### config.mk
export PLATFORM = sky130hd
export DESIGN_NAME = uart_tx_queue
export DESIGN_NICKNAME = d
export VERILOG_FILES = /design/src/rtl/uart_pkg.sv /design/src/rtl/uart_sync_fifo.sv /design/src/rtl/uart_tx_queue.sv
export SDC_FILE = /design/constraint.sdc
export NUM_CORES = 1
export LEC_CHECK = 0
export ABC_CLOCK_PERIOD_IN_PS = 6000
export BUFFER_PORTS_ARGS = -buffer_cell sky130_fd_sc_hd__buf_2
export CAP_MARGIN = 20
export CORE_ASPECT_RATIO = 0.75
export CORE_MARGIN = 2
export CORE_UTILIZATION = 40
export DETAILED_ROUTE_END_ITERATION = 10
export HOLD_SLACK_MARGIN = 0.02
export PLACE_DENSITY = 0.66
export SLEW_MARGIN = 20
export SYNTH_ARGS = -nofsm -noshare
export SYNTH_HDL_FRONTEND = slang
export SYNTH_HIERARCHICAL = 1
export SYNTH_SLANG_ARGS = --single-unit
### constraint.sdc
create_clock -name clk -period 6 [get_ports clk]
set_input_delay 1.2 -clock clk [delete_from_list [all_inputs] [get_ports clk]]
set_output_delay 1.2 -clock clk [all_outputs]
set_load 0.005 [all_outputs]
### src/rtl/uart_pkg.sv
// Shared types and defaults for the UART transmit queue.
// Holds the launch FSM state enum and sizing constants.
package uart_pkg;

  localparam int UART_BYTE_W     = 8;
  localparam int TXQ_DEPTH       = 16;
  localparam int TXQ_AE_THRESH   = 4;
  localparam int TXQ_ACK_TIMEOUT = 255;

  typedef enum logic [1:0] {
    IDLE,
    LAUNCH,
    WAIT_BUSY,
    WAIT_DONE
  } txq_state_t;

endpackage

### src/rtl/uart_sync_fifo.sv
// Synchronous byte FIFO with registered full/empty/level.
// Ports: push/wr_data in, pop/rd_data out (head, comb), flush,
// full, empty, level, level_next (fill after this edge).
module uart_sync_fifo
  import uart_pkg::*;
#(
  parameter int DEPTH = TXQ_DEPTH,
  localparam int AW = $clog2(DEPTH),
  localparam int LW = AW + 1
) (
  input  logic                   clk,
  input  logic                   rst_n,
  input  logic                   push,
  input  logic [UART_BYTE_W-1:0] wr_data,
  input  logic                   pop,
  input  logic                   flush,
  output logic [UART_BYTE_W-1:0] rd_data,
  output logic                   full,
  output logic                   empty,
  output logic [LW-1:0]          level,
  output logic [LW-1:0]          level_next
);

  localparam logic [LW-1:0] FULL_LVL = LW'(DEPTH);

  logic [UART_BYTE_W-1:0] mem [DEPTH];
  logic [AW-1:0]          wr_ptr;
  logic [AW-1:0]          rd_ptr;
  logic                   push_ok;
  logic                   pop_ok;

  // Flush wins over both push and pop in its cycle.
  assign push_ok = push & ~full & ~flush;
  assign pop_ok  = pop & ~empty & ~flush;
  assign rd_data = mem[rd_ptr];

  always_comb begin
    level_next = level;
    if (flush) begin
      level_next = '0;
    end else if (push_ok && !pop_ok) begin
      level_next = level + LW'(1);
    end else if (pop_ok && !push_ok) begin
      level_next = level - LW'(1);
    end
  end

  always_ff @(posedge clk or negedge rst_n) begin
    if (!rst_n) begin
      wr_ptr <= '0;
      rd_ptr <= '0;
      level  <= '0;
      full   <= 1'b0;
      empty  <= 1'b1;
    end else begin
      if (flush) begin
        wr_ptr <= '0;
        rd_ptr <= '0;
      end else begin
        if (push_ok) wr_ptr <= wr_ptr + AW'(1);
        if (pop_ok)  rd_ptr <= rd_ptr + AW'(1);
      end
      level <= level_next;
      full  <= (level_next == FULL_LVL);
      empty <= (level_next == '0);
    end
  end

  always_ff @(posedge clk) begin
    if (push_ok) mem[wr_ptr] <= wr_data;
  end

endmodule

### src/rtl/uart_tx_queue.sv
// Byte queue feeding the UART transmitter; launches one byte per
// tx_busy cycle with an ack timeout. Ports: wr_en/wr_data push,
// flush, ovf_clr, tx_busy in; tx_start/tx_data to the core;
// full/empty/level/almost_empty status; overflow/ack_err sticky.
// almost_empty compare is built only with UART_TXQ_AE_IRQ_EN.
module uart_tx_queue
  import uart_pkg::*;
#(
  parameter int DEPTH       = TXQ_DEPTH,
  parameter int AE_THRESH   = TXQ_AE_THRESH,
  parameter int ACK_TIMEOUT = TXQ_ACK_TIMEOUT
) (
  input  logic                    clk,
  input  logic                    rst_n,
  input  logic                    wr_en,
  input  logic [UART_BYTE_W-1:0]  wr_data,
  input  logic                    flush,
  input  logic                    ovf_clr,
  input  logic                    tx_busy,
  output logic                    tx_start,
  output logic [UART_BYTE_W-1:0]  tx_data,
  output logic                    full,
  output logic                    empty,
  output logic [$clog2(DEPTH):0]  level,
  output logic                    almost_empty,
  output logic                    overflow,
  output logic                    ack_err
);

  localparam int LW = $clog2(DEPTH) + 1;
  localparam int CW = $clog2(ACK_TIMEOUT + 1);
  localparam logic [CW-1:0] TMO_LD = CW'(ACK_TIMEOUT);

  txq_state_t             state;
  txq_state_t             state_nxt;
  logic [CW-1:0]          cnt;
  logic                   pop;
  logic                   pop_go;
  logic                   timeout;
  logic [UART_BYTE_W-1:0] head;
  logic [LW-1:0]          level_next;

  assign pop     = (state == IDLE) & ~empty & ~tx_busy;
  assign pop_go  = pop & ~flush;
  assign timeout = (state == WAIT_BUSY) & ~tx_busy
                 & (cnt == CW'(1));

  uart_sync_fifo #(
    .DEPTH (DEPTH)
  ) u_fifo (
    .clk        (clk),
    .rst_n      (rst_n),
    .push       (wr_en),
    .wr_data    (wr_data),
    .pop        (pop),
    .flush      (flush),
    .rd_data    (head),
    .full       (full),
    .empty      (empty),
    .level      (level),
    .level_next (level_next)
  );

  always_ff @(posedge clk or negedge rst_n) begin
    if (!rst_n) state <= IDLE;
    else        state <= state_nxt;
  end

  always_comb begin
    state_nxt = state;
    unique case (state)
      IDLE:      if (pop_go) state_nxt = LAUNCH;
      LAUNCH:    state_nxt = WAIT_BUSY;
      WAIT_BUSY: begin
        if (tx_busy)      state_nxt = WAIT_DONE;
        else if (timeout) state_nxt = IDLE;
      end
      WAIT_DONE: if (!tx_busy) state_nxt = IDLE;
      default:   state_nxt = IDLE;
    endcase
  end

  always_comb begin
    tx_start = (state == LAUNCH);
  end

  always_ff @(posedge clk or negedge rst_n) begin
    if (!rst_n) begin
      cnt <= '0;
    end else if (state == LAUNCH) begin
      cnt <= TMO_LD;
    end else if (state == WAIT_BUSY && !tx_busy) begin
      cnt <= cnt - CW'(1);
    end
  end

  always_ff @(posedge clk or negedge rst_n) begin
    if (!rst_n)      tx_data <= '0;
    else if (pop_go) tx_data <= head;
  end

  // Set beats clear when both land in the same cycle.
  always_ff @(posedge clk or negedge rst_n) begin
    if (!rst_n) begin
      overflow <= 1'b0;
      ack_err  <= 1'b0;
    end else begin
      overflow <= (wr_en & full & ~flush)
                | (overflow & ~ovf_clr);
      ack_err  <= timeout | (ack_err & ~ovf_clr);
    end
  end

`ifdef UART_TXQ_AE_IRQ_EN
  localparam logic [LW-1:0] AE_LVL = LW'(AE_THRESH);

  // Compare on the upcoming fill so the flag moves with level.
  always_ff @(posedge clk or negedge rst_n) begin
    if (!rst_n) almost_empty <= (AE_THRESH >= 0);
    else        almost_empty <= (level_next <= AE_LVL);
  end
`else
  logic unused_level_next;
  assign unused_level_next = ^level_next;
  assign almost_empty      = 1'b0;
`endif

endmodule

==> Flow_metrics.wiki, run 1 <==
{| class="wikitable"
! Metric !! Value
|-
| Quantity of gates resized following cts || 0
|-
| Worst setup skew after layout || 0.008897 ns
|-
| Maximum clock insertion buffer count || 2
|-
| Peak fanout along the critical path || 9
|-
| Worst-Margin Slew || 0.9848 ns
|-
| Initial DRC count || 407
|-
| 1st-pass router iterations || 4
|-
| Cell total after placement || 661
|-
| Clock latency at the later pin of the worst-skew pair || 0.41 ns
|-
| Worst setup path class || primary input to register
|-
| Fraction of the yosys area taken by sequential cells || 0.6912
|-
| Relative slew slack || 0.3411
|-
| Count of cells along the worst register-to-register path || 7
|-
| DP Wirelength || 9531 um
|-
| Largest net degree at the start of global routing || 36
|-
| Chip width || 154.9 um
|-
| Vert. Die Dim || 117.2 um
|-
| Total wire length || 14,420 um
|-
| Unrepaired setup endpoints after global routing || false
|-
| Met3 global-route usage || 0.04087
|-
| Antenna Nets Post-Route || 0
|-
| Shortest clock period the worst path allows after layout || 2.729 ns
|-
| Count of synthesis-stage warnings from yosys || 6
|-
| Count of boundary I/O pins || 33
|-
| Final Non-Filler Cells || 694
|-
| Beginning of the worst hold path || cnt[6]
|-
| Floorplan Core Area || 16,770 um^2
|-
| Max Freq || 366.5 MHz
|-
| Period utilization || 0.4548
|-
| Area growth from synthesis to layout || 13.63%
|-
| Async S/R FF share, synth || 0.2147
|-
| Weighted congestion reported at the end of routability-driven placement || 0.8749
|-
| Routed via count divided by cell count || 5.535
|-
| Post-synthesis net count || 457
|-
| Final hold violations || 0
|-
| Worst Path Required || 6.33 ns
|-
| Type of the most critical hold path || register to register
|-
| Setup crit end || u_fifo/empty
|-
| Fin Setup TNS || 0 ns
|-
| Worst-path clk slew || 0.07 ns
|-
| Crit Reg-Reg Startpoint || u_fifo/rd_ptr[0]
|-
| Input/output buffers || 31
|-
| Arrival time worst endpoint || 3.05 ns
|-
| Via count of the first global-routing pass || 3,748
|-
| Most common cell after layout, fill and taps aside || sky130_fd_sc_hd__edfxtp_1
|-
| Total clock buffers created by CTS || 17
|-
| Count of state elements after synthesis || 163
|-
| Total routing usage reported by global routing || 0.1669
|-
| Final routed DRC violation total || 0
|-
| Initial core utilization || 0.4072
|-
| Hold-fix buffers at CTS || 0
|-
| Met2 Resource Use GR || 0.2548
|-
| Global-route congestion overflow total || 0
|-
| Fill cell total of the finished layout || 1,428
|-
| Number of enable-type register cells in the synthesized netlist || 128
|-
| Clock tree root buffer cell || sky130_fd_sc_hd__clkbuf_16
|-
| Largest voltage drop on the vdd net || 0.0002228 V
|-
| Total clock sinks || 163
|-
| Destination of the worst register-to-register timing path || tx_data[2]
|-
| Status || complete, no violations
|-
| Setup crit start kind || primary input
|-
| Setup Viol. Count Final || 0
|-
| FP Rows || 41
|-
| Most heavily used metal layer in global routing || met2
|-
| Die ar. || 18,150 um^2
|-
| Global-route wire length before repair || 21,850 um
|-
| Routed wire length per instance || 20.78 um
|-
| Layout cell share with drive strength beyond 1 || 0.2259
|-
| Layout Nets || 488
|-
| First element of the critical path || tx_busy
|-
| CTS tree || yes
|-
| Static leakage || 2.669 nW
|-
| Max Slew Vio Count || 0
|-
| Worst setup slack for register-to-register paths || 3.28 ns
|-
| Post-Syn Area per Cell || 15.74 um^2
|-
| Power density of the placed cells || 338.1 nW/um^2
|-
| Highest-count cells in the layout ignoring fill and taps || sky130_fd_sc_hd__edfxtp_1 (128), sky130_fd_sc_hd__dfrtp_1 (33), sky130_fd_sc_hd__buf_2 (31), sky130_fd_sc_hd__nand2_1 (29), sky130_fd_sc_hd__nor2_1 (26)
|-
| Max-capacitance violation count || 0
|-
| Primary FF master, synth || sky130_fd_sc_hd__edfxtp_1
|-
| DR vias || 3,841
|-
| Count of different cell masters after synthesis || 58
|-
| Type of element capturing the critical path || register
|-
| Number of antenna violations at the first check in global routing || 0
|-
| H-tree depth reported by CTS || 4
|-
| Met1 track utilization from global routing || 0.2373
|-
| Area of the mapped netlist || 6830 um^2
|-
| Number of standard cells after synthesis || 434
|-
| Post-CTS setup repair buffer count || 0
|}
-- registers in the layout, indices dropped and copies added, names as in the netlist --
signal,cells
overflow,1
u_fifo/full,1
cnt,8
state,2
u_fifo/empty,1
u_fifo/wr_ptr,4
u_fifo/mem,128
tx_data,8
u_fifo/level,5
u_fifo/rd_ptr,4
ack_err,1
-- critical path: stages --
cell and delay (ns):
sky130_fd_sc_hd__buf_2 0.12, sky130_fd_sc_hd__nor4_1 0.47, sky130_fd_sc_hd__and2b_1 0.39, sky130_fd_sc_hd__nand3_1 0.17, sky130_fd_sc_hd__and4b_1 0.23, sky130_fd_sc_hd__a211o_1 0.27, sky130_fd_sc_hd__nor3_1 0.19
-- stage by stage --
step	power [W]	instance area (um^2)	utilization	setup slack (ns)	hold slack (ns)
after floorplan	0.001451	6830	-	3.291	0.4576
after global placement	0.001538	7134	0.4253	2.680	0.4828
after detailed placement	0.001548	7149	0.4262	2.798	0.4882
after CTS	0.002651	7754	0.4622	3.227	0.5063
after global routing	0.002727	7759	0.4625	2.939	0.5375
final	0.002624	7761	0.4627	3.271	0.5014
-- cells in the mapped netlist (8+ instances only) --
| cell type | n | area (um^2) |
|---|---|---|
| sky130_fd_sc_hd__ha_1 | 9 | 112.6 |
| sky130_fd_sc_hd__a22oi_1 | 8 | 60.06 |
| sky130_fd_sc_hd__mux2i_1 | 25 | 250.2 |
| sky130_fd_sc_hd__o21ai_0 | 13 | 65.06 |
| sky130_fd_sc_hd__mux2_2 | 11 | 123.9 |
| sky130_fd_sc_hd__nor2_1 | 26 | 97.59 |
| sky130_fd_sc_hd__a221oi_1 | 8 | 70.07 |
| sky130_fd_sc_hd__nand3_1 | 8 | 40.04 |
| sky130_fd_sc_hd__a21oi_1 | 12 | 60.06 |
| sky130_fd_sc_hd__inv_1 | 10 | 37.54 |
| sky130_fd_sc_hd__mux4_2 | 16 | 360.4 |
| sky130_fd_sc_hd__edfxtp_1 | 128 | 3844 |
| sky130_fd_sc_hd__dfrtp_1 | 34 | 850.8 |
| sky130_fd_sc_hd__nand2_1 | 29 | 108.9 |
-- power by group --
| group | switching, W | total, W | internal (W) |
|---|---|---|---|
| clock | 0.000442 | 0.00110 | 0.000659 |
| combinational | 0.000107 | 0.000199 | 0.0000915 |
| sequential | 0.0000512 | 0.00132 | 0.00127 |
| total | 0.000600 | 0.00262 | 0.00202 |
-- cell families after synthesis --
family,synth area share
compound gates,0.05715
xor+xnor,0.008976
fa+ha+maj,0.01649
buf+inv,0.02546
flops,0.6912
mux,0.1213
other cells,0.0005490
simple gates,0.07895
-- area by class of cell --
type                       count  area, um^2  share of cell area
antenna                        1       2.502           0.0003224
clock buffer                  17       425.4             0.05481
clock inverter                15       178.9             0.02305
inverter                      10       37.54            0.004836
multi-input combinational    240        1956              0.2520
sequential                   163        4722              0.6084
tap                          215       269.0             0.03466
timing repair buffer          33       170.2             0.02192
-- layer usage --
layer | wire length (um) | vias to the layer above
met5 | 0 | -
met4 | 174 | 0
met3 | 843 | 13
met2 | 6738 | 110
met1 | 6661 | 1988
li1 | - | 1730
-- how the worst min path moves through the flow --
| stage | end | slack (ns) | depth (start not counted) |
|---|---|---|---|
| after floorplan | cnt[6] | 0.46 | 1 |
| after global placement | cnt[6] | 0.48 | 1 |
| after detailed placement | cnt[6] | 0.49 | 1 |
| after CTS | cnt[6] | 0.51 | 1 |
| after global routing | cnt[6] | 0.54 | 1 |
| final | cnt[6] | 0.50 | 1 |
Power figures use the tool's default switching activity.
==> run 2, diff against run 1 <==
--- a/config.mk
+++ b/config.mk
@@ -5,7 +5,7 @@
 export SDC_FILE = /design/constraint.sdc
 export NUM_CORES = 1
 export LEC_CHECK = 0
-export ABC_CLOCK_PERIOD_IN_PS = 6000
+export ABC_CLOCK_PERIOD_IN_PS = 2600
 export BUFFER_PORTS_ARGS = -buffer_cell sky130_fd_sc_hd__buf_2
 export CAP_MARGIN = 20
 export CORE_ASPECT_RATIO = 0.75
==> constraint.sdc (replaced) <==
create_clock -name clk -period 2.6 [get_ports clk]
set_input_delay 0.52 -clock clk [delete_from_list [all_inputs] [get_ports clk]]
set_output_delay 0.52 -clock clk [all_outputs]
set_load 0.005 [all_outputs]
==> run 2 against run 1 <==
  * Combinational power grew 140%
  * Core utilization grew 1.0 points
  * Sequential power increased by 130%
  * Critical path depth down 1
  * Register-to-register slack got worse by 2.9 ns
  * Worst setup slack worse by 2.9 ns
  * Hold slack lost 0.30 ns
  * Wire length is 0.82% lower
  * Critical path type is now register to register
==> Flow_metrics.wiki, run 2 (synthesized netlist as in run 1, its figures left out) <==
{| class="wikitable"
! Metric !! Value
|-
| Shortest clock period the worst path allows after layout || 2.269 ns
|-
| FP Rows || 41
|-
| Final routed DRC violation total || 0
|-
| First element of the critical path || state[0]
|-
| Clock latency at the later pin of the worst-skew pair || 0.42 ns
|-
| Highest-count cells in the layout ignoring fill and taps || sky130_fd_sc_hd__edfxtp_1 (128), sky130_fd_sc_hd__dfrtp_1 (33), sky130_fd_sc_hd__buf_2 (31), sky130_fd_sc_hd__nand2_1 (29), sky130_fd_sc_hd__buf_4 (27)
|-
| Weighted congestion reported at the end of routability-driven placement || 0.8194
|-
| Worst path bufs/invs || 0
|-
| Number of antenna violations at the first check in global routing || 0
|-
| Kind of cell adding the most delay to the critical path || simple AND/OR/NAND/NOR gates
|-
| Diodes inserted || 0
|-
| Status || complete, no violations
|-
| Type of element capturing the critical path || register
|-
| Initial DRC count || 372
|-
| Maximum clock insertion buffer count || 2
|-
| Worst setup skew after layout || 0.009561 ns
|-
| Max Freq || 440.7 MHz
|-
| Worst setup path class || register to register
|-
| Switching Fraction || 0.2154
|-
| Period utilization || 0.8727
|-
| Routed wire length per instance || 19.97 um
|-
| Number of flip-flops under the largest register name || 128
|-
| Power density of the placed cells || 762.3 nW/um^2
|-
| Worst Path Required || 2.94 ns
|-
| Max Slew Vio Count || 0
|-
| Global-route wire length before repair || 21,700 um
|-
| Via count of the first global-routing pass || 3,803
|-
| Layout Nets || 514
|-
| CP peak stage delay || 0.54 ns
|-
| Routed via count divided by cell count || 5.439
|-
| Fin Setup TNS || 0 ns
|-
| Chain of cells forming the critical path || nor4_1, and2b_1, nand3_1, and4b_1, a211o_1, nor3b_2
|-
| Chip width || 154.9 um
|-
| Area growth from synthesis to layout || 16.14%
|-
| Count of boundary I/O pins || 33
|-
| Global-route congestion overflow total || 0
|-
| Largest net degree at the start of global routing || 52
|-
| Unrepaired setup endpoints after global routing || false
|-
| Dpl ws || 0.1569 ns
|-
| Hold-fix buffers at CTS || 0
|-
| DR vias || 3,894
|-
| Antenna Nets Post-Route || 0
|-
| Vert. Die Dim || 117.2 um
|-
| Max-capacitance violation count || 0
|-
| Seq pwr share || 0.503
|-
| Setup Viol. Count Final || 0
|-
| Arrival time worst endpoint || 2.61 ns
|-
| 1st-pass router iterations || 5
|-
| Util after Layout || 0.4729
|-
| Regs by FF count || u_fifo/mem x128, cnt x8, tx_data x8
|-
| Layout cell share with drive strength beyond 1 || 0.2495
|-
| Static leakage || 2.791 nW
|-
| Clock Power Share || 0.419
|-
| Initial core utilization || 0.4072
|-
| Register with the most flip-flops || u_fifo/mem
|-
| Worst-path clk slew || 0.06 ns
|-
| Relative slew slack || 0.4432
|-
| Post-CTS setup repair buffer count || 0
|-
| Total routing usage reported by global routing || 0.1651
|-
| DP Wirelength || 9409 um
|-
| Input/output buffers || 31
|-
| Total net switching power || 0.001303 W
|-
| Most common cell after layout, fill and taps aside || sky130_fd_sc_hd__edfxtp_1
|-
| Die ar. || 18,150 um^2
|-
| Clock tree root buffer cell || sky130_fd_sc_hd__clkbuf_16
|-
| Final hold violations || 0
|-
| Total clock buffers created by CTS || 17
|-
| Cell-internal power || 0.004745 W
|-
| Worst setup margin || 0.3309 ns
|-
| Type of the most critical hold path || primary input to asynchronous set/reset pin
|-
| Crit Reg-Reg Startpoint || state[0]
|-
| CTS tree || yes
|-
| Total clock sinks || 163
|-
| Total wire length || 14,300 um
|-
| Peak fanout along the critical path || 9
|-
| H-tree depth reported by CTS || 4
|-
| Quantity of gates resized following cts || 0
|-
| Highest-delay cell along the critical path || sky130_fd_sc_hd__nor4_1
|-
| Largest voltage drop on the vdd net || 0.0003555 V
|-
| Setup crit start kind || register
|-
| Logic gate share of total power || 0.078
|-
| Worst-Margin Slew || 0.8352 ns
|-
| Floorplan Core Area || 16,770 um^2
|}
==> run 2: cell types whose count changed in the layout (fill, tap and decap cells not counted), moves of 4 or more <==
cell and change:
sky130_fd_sc_hd__nor3_1 +4, sky130_fd_sc_hd__buf_4 +25, sky130_fd_sc_hd__nor3_2 -4, sky130_fd_sc_hd__inv_6 -5
==> run 2: layer usage <==
metal  up-vias  part of all wire  track usage
met5         -                 0            0
met4         0             0.012      0.05926
met3        14             0.039      0.04271
met2        94              0.47       0.2527
met1      2012              0.48       0.2314
li1       1774                 -            -
==> run 2: path summary, 6_finish.rpt <==
check                                    to  slack [ns]  depth (start not counted)
max in group asynchronous  u_fifo/rd_ptr[0]        1.82                          1
hold / removal                       cnt[0]        0.20                          1
hold reg to reg                  tx_data[4]        0.51                          1
setup reg to reg                u_fifo/full        0.33                          6
min in group clk                   overflow        0.30                          2
setup / recovery                u_fifo/full        0.33                          6
==> run 2: power groups by stage <==
stage                     clock network [W]  registers (W)  logic, W
final                               0.00253        0.00304  0.000474
after detailed placement                  0        0.00309  0.000476
after CTS                           0.00258        0.00304  0.000478
after global routing                0.00268        0.00306  0.000526
after floorplan                           0        0.00307  0.000277
after global placement                    0        0.00309  0.000451
==> run 2: layout make-up <==
cell class | instances | area, um^2
tap | 215 | 269.0
inverter | 10 | 37.54
clock buffer | 18 | 429.2
sequential | 163 | 4722
clock inverter | 11 | 161.4
timing repair buffer | 59 | 377.9
multi-input combinational | 240 | 1936
fill | 1403 | 8842
==> run 2: through the flow <==
step                      instances  hold WS [ns]  total power [W]  instance area (um^2)
final                           716        0.2037         0.006047                  7933
after global routing            716        0.2558         0.006268                  7933
after CTS                       716        0.2374         0.006099                  7933
after detailed placement        687        0.4936         0.003569                  7342
after global placement          687        0.4776         0.003540                  7342
after floorplan                 434        0.2244         0.003349                  6830
==> run 2: worst reg2reg max path: stages, from the launching register on <==
cell	delay [ns]
sky130_fd_sc_hd__dfrtp_1	0.42
sky130_fd_sc_hd__nor4_1	0.54
sky130_fd_sc_hd__and2b_1	0.40
sky130_fd_sc_hd__nand3_1	0.15
sky130_fd_sc_hd__and4b_1	0.22
sky130_fd_sc_hd__a211o_1	0.26
sky130_fd_sc_hd__nor3b_2	0.20
==> run 3, diff against run 2 <==
--- a/config.mk
+++ b/config.mk
@@ -5,6 +5,7 @@
 export SDC_FILE = /design/constraint.sdc
 export NUM_CORES = 1
 export LEC_CHECK = 0
+export ABC_AREA = 1
 export ABC_CLOCK_PERIOD_IN_PS = 2600
 export BUFFER_PORTS_ARGS = -buffer_cell sky130_fd_sc_hd__buf_2
 export CAP_MARGIN = 20
==> run 3 against run 2 <==
  * Wire length grew 19%
  * Sequential share of layout area shrank 2.5 points
  * Critical path depth grew 2
  * Worst setup slack gained 0.19 ns
  * Power grew 8.3%
  * Design area grew 4.4%
  * Maximum frequency grew 9.1%
  * Clock skew grew 0.0010 ns
  * Combinational power grew 82%
  * Sequential power grew 2%
  * Largest power group unchanged
  * Highest routed layer unchanged
==> Flow_metrics.wiki, run 3 <==
{| class="wikitable"
! Metric !! Value
|-
| Number of standard cells after synthesis || 663
|-
| Via count of the first global-routing pass || 4,709
|-
| Count of synthesis-stage warnings from yosys || 6
|-
| Chip width || 158.3 um
|-
| Largest voltage drop on the vdd net || 0.0003590 V
|-
| Setup crit start kind || register
|-
| Post-Syn Area per Cell || 10.77 um^2
|-
| Input/output buffers || 31
|-
| Global-route congestion overflow total || 0
|-
| Clock Power Share || 0.397
|-
| Clock latency at the later pin of the worst-skew pair || 0.42 ns
|-
| Routed wire length per instance || 17.53 um
|-
| Primary FF master, synth || sky130_fd_sc_hd__edfxtp_1
|-
| Diodes inserted || 0
|-
| Register with the most flip-flops || u_fifo/mem
|-
| Global-route wire length before repair || 26,460 um
|-
| Destination of the worst register-to-register timing path || tx_data[2]
|-
| Worst setup slack for register-to-register paths || 0.52 ns
|-
| Total clock buffers created by CTS || 17
|-
| Highest-count cells in the layout ignoring fill and taps || sky130_fd_sc_hd__nand2_1 (133), sky130_fd_sc_hd__edfxtp_1 (128), sky130_fd_sc_hd__nor2_1 (77), sky130_fd_sc_hd__inv_1 (60), sky130_fd_sc_hd__o21ai_0 (52)
|-
| Area leader, netlist || sky130_fd_sc_hd__edfxtp_1
|-
| Unrepaired setup endpoints after global routing || false
|-
| Layout cell share with drive strength beyond 1 || 0.1517
|-
| Quantity of gates resized following cts || 0
|-
| Hold Worst Slack || 0.1915 ns
|-
| Logic gate share of total power || 0.132
|-
| Area growth from synthesis to layout || 15.94%
|-
| Status || complete, no violations
|-
| Final hold violations || 0
|-
| Hold-fix buffers at CTS || 0
|-
| Number of antenna violations at the first check in global routing || 0
|-
| Initial DRC count || 514
|-
| Cell-internal power || 0.004811 W
|-
| Arrival time worst endpoint || 2.43 ns
|-
| Worst setup path class || register to register
|-
| Top-area cell type share of the netlist area || 0.5382
|-
| Shortest clock period the worst path allows after layout || 2.079 ns
|-
| Count of state elements after synthesis || 163
|-
| Seq pwr share || 0.472
|-
| Die ar. || 18,950 um^2
|-
| Period utilization || 0.7997
|-
| Maximum clock insertion buffer count || 2
|-
| Relative slew slack || 0.4437
|-
| Regs by FF count || u_fifo/mem x128, cnt x8, tx_data x8
|-
| Antenna Nets Post-Route || 0
|-
| Area of the mapped netlist || 7142 um^2
|-
| Largest net degree at the start of global routing || 46
|-
| Peak fanout along the critical path || 45
|-
| Worst setup margin || 0.5209 ns
|-
| Count of cells along the worst register-to-register path || 8
|-
| Fill cell total of the finished layout || 1,628
|-
| Async S/R FF share, synth || 0.2147
|-
| Routed via count divided by cell count || 5.216
|-
| Number of flip-flops under the largest register name || 128
|-
| Setup Viol. Count Final || 0
|-
| CTS tree || yes
|-
| 1st-pass router iterations || 5
|-
| Layout Nets || 735
|-
| Worst setup skew after layout || 0.01056 ns
|-
| Type of element capturing the critical path || register
|-
| Total wire length || 16,950 um
|-
| Ranking of synthesized cells by instance count || sky130_fd_sc_hd__nand2_1 (133), sky130_fd_sc_hd__edfxtp_1 (128), sky130_fd_sc_hd__nor2_1 (77)
|-
| First element of the critical path || u_fifo/rd_ptr[0]
|-
| Total net switching power || 0.001739 W
|-
| Setup crit end || tx_data[2]
|-
| Type of the most critical hold path || primary input to asynchronous set/reset pin
|-
| Dpl ws || 0.5658 ns
|-
| Number of enable-type register cells in the synthesized netlist || 128
|-
| Total clock sinks || 163
|-
| Worst-Margin Slew || 0.8345 ns
|-
| Most common cell in the netlist || sky130_fd_sc_hd__nand2_1
|-
| Crit Reg-Reg Startpoint || u_fifo/rd_ptr[0]
|-
| Count of different cell masters after synthesis || 38
|-
| Max Freq || 481.0 MHz
|-
| Fin Setup TNS || 0 ns
|-
| Fraction of the yosys area taken by sequential cells || 0.6610
|-
| H-tree depth reported by CTS || 4
|-
| Max-capacitance violation count || 0
|-
| Static leakage || 3.265 nW
|-
| FP Rows || 42
|-
| Total routing usage reported by global routing || 0.1902
|-
| Most common cell after layout, fill and taps aside || sky130_fd_sc_hd__nand2_1
|-
| Post-CTS setup repair buffer count || 0
|-
| DR vias || 5,044
|-
| Weighted congestion reported at the end of routability-driven placement || 0.9003
|-
| Worst-path clk slew || 0.07 ns
|-
| Clock tree root buffer cell || sky130_fd_sc_hd__clkbuf_16
|-
| Count of boundary I/O pins || 33
|-
| Worst Path Required || 2.96 ns
|-
| Post-synthesis net count || 686
|-
| DP Wirelength || 10,950 um
|-
| Vert. Die Dim || 119.7 um
|-
| Initial core utilization || 0.4069
|-
| Switching Fraction || 0.2655
|-
| Max Slew Vio Count || 0
|-
| Final routed DRC violation total || 0
|-
| Biggest area contributors in the synthesized netlist || sky130_fd_sc_hd__edfxtp_1 (54%), sky130_fd_sc_hd__dfrtp_1 (12%), sky130_fd_sc_hd__nand2_1 (7.0%)
|-
| Power density of the placed cells || 791.1 nW/um^2
|-
| Floorplan Core Area || 17,550 um^2
|}
==> run 3: cell count changes after synthesis, moves of 11 or more <==
| cell | previous run | this run |
|---|---|---|
| sky130_fd_sc_hd__o2111ai_1 | 0 | 11 |
| sky130_fd_sc_hd__buf_2 | 6 | 17 |
| sky130_fd_sc_hd__nand3_1 | 8 | 40 |
| sky130_fd_sc_hd__o211ai_1 | 1 | 17 |
| sky130_fd_sc_hd__mux2i_1 | 25 | 0 |
| sky130_fd_sc_hd__nor2_1 | 26 | 77 |
| sky130_fd_sc_hd__o21ai_0 | 13 | 52 |
| sky130_fd_sc_hd__nand2_1 | 29 | 133 |
| sky130_fd_sc_hd__mux4_2 | 16 | 0 |
| sky130_fd_sc_hd__mux2_2 | 11 | 0 |
| sky130_fd_sc_hd__inv_1 | 10 | 60 |
==> run 3: cell families (layout without fill, tap and decap cells) <==
group           count (synthesis)  in the layout  synth area share
compound gates                111            111           0.09162
xor+xnor                        2              2          0.002453
fa+ha+maj                       9              9           0.01577
buf+inv                        93            155           0.05413
flops                         163            163            0.6610
other cells                     1              1         0.0005251
simple gates                  284            284            0.1745
==> run 3: how the worst min path moves through the flow <==
stage / from / to / slack (ns) / cells after the start
3_5_place_dp: tx_data[0] / tx_data[0] / 0.46 / 2
5_1_grt: rst_n / cnt[0] / 0.26 / 1
2_1_floorplan: rst_n / ack_err / 0.22 / 0
3_3_place_gp: tx_data[4] / tx_data[4] / 0.46 / 2
4_1_cts: rst_n / cnt[0] / 0.21 / 1
6_report: rst_n / cnt[0] / 0.19 / 1
==> run 3: worst max-delay path, cell delays in order (launching register included) <==
cell	delay (ns)
sky130_fd_sc_hd__dfrtp_2	0.36
sky130_fd_sc_hd__buf_4	0.38
sky130_fd_sc_hd__buf_4	0.48
sky130_fd_sc_hd__a21oi_1	0.11
sky130_fd_sc_hd__o21ai_0	0.16
sky130_fd_sc_hd__o2111ai_1	0.23
sky130_fd_sc_hd__nand2_1	0.10
sky130_fd_sc_hd__nand3_1	0.07
sky130_fd_sc_hd__nand2_1	0.09
==> run 3: layout make-up <==
type	count	area, um^2	share of cell area
Clock inverter	13	171.4	0.02070
Multi-Input combinational cell	407	2034	0.2457
Timing Repair Buffer	56	355.3	0.04291
Inverter	67	251.5	0.03037
Tap cell	242	302.8	0.03657
Sequential cell	163	4722	0.5703
Clock buffer	19	442.9	0.05349
==> run 3: per-stage QoR <==
step | cell area (um^2) | std cells | utilization | power (W)
6_report | 8280 | 967 | 0.4718 | 0.006551
5_1_grt | 8280 | 967 | 0.4718 | 0.006838
4_1_cts | 8280 | 967 | 0.4718 | 0.006572
3_5_place_dp | 7666 | 935 | 0.4368 | 0.003994
3_3_place_gp | 7666 | 935 | 0.4368 | 0.003983
2_1_floorplan | 7142 | 663 | - | 0.003661
==> run 3: layer usage <==
| layer | track usage | up-vias | part of all wire | wire length [um] |
|---|---|---|---|---|
| li1 | - | 2393 | - | - |
| met1 | 0.2942 | 2425 | 0.47 | 8032 |
| met2 | 0.2514 | 210 | 0.42 | 7123 |
| met3 | 0.06609 | 16 | 0.097 | 1641 |
| met4 | 0.05180 | 0 | 0.0090 | 152 |
| met5 | 0 | - | 0 | 0 |
==> run 3: power groups by stage <==
stage               clock (W)  sequential [W]  combinational [W]
floorplan                   0         0.00312           0.000538
global placement            0         0.00314           0.000842
detailed placement          0         0.00314           0.000852
CTS                   0.00262         0.00309           0.000860
global route          0.00274         0.00311           0.000985
finish                0.00260         0.00309           0.000863
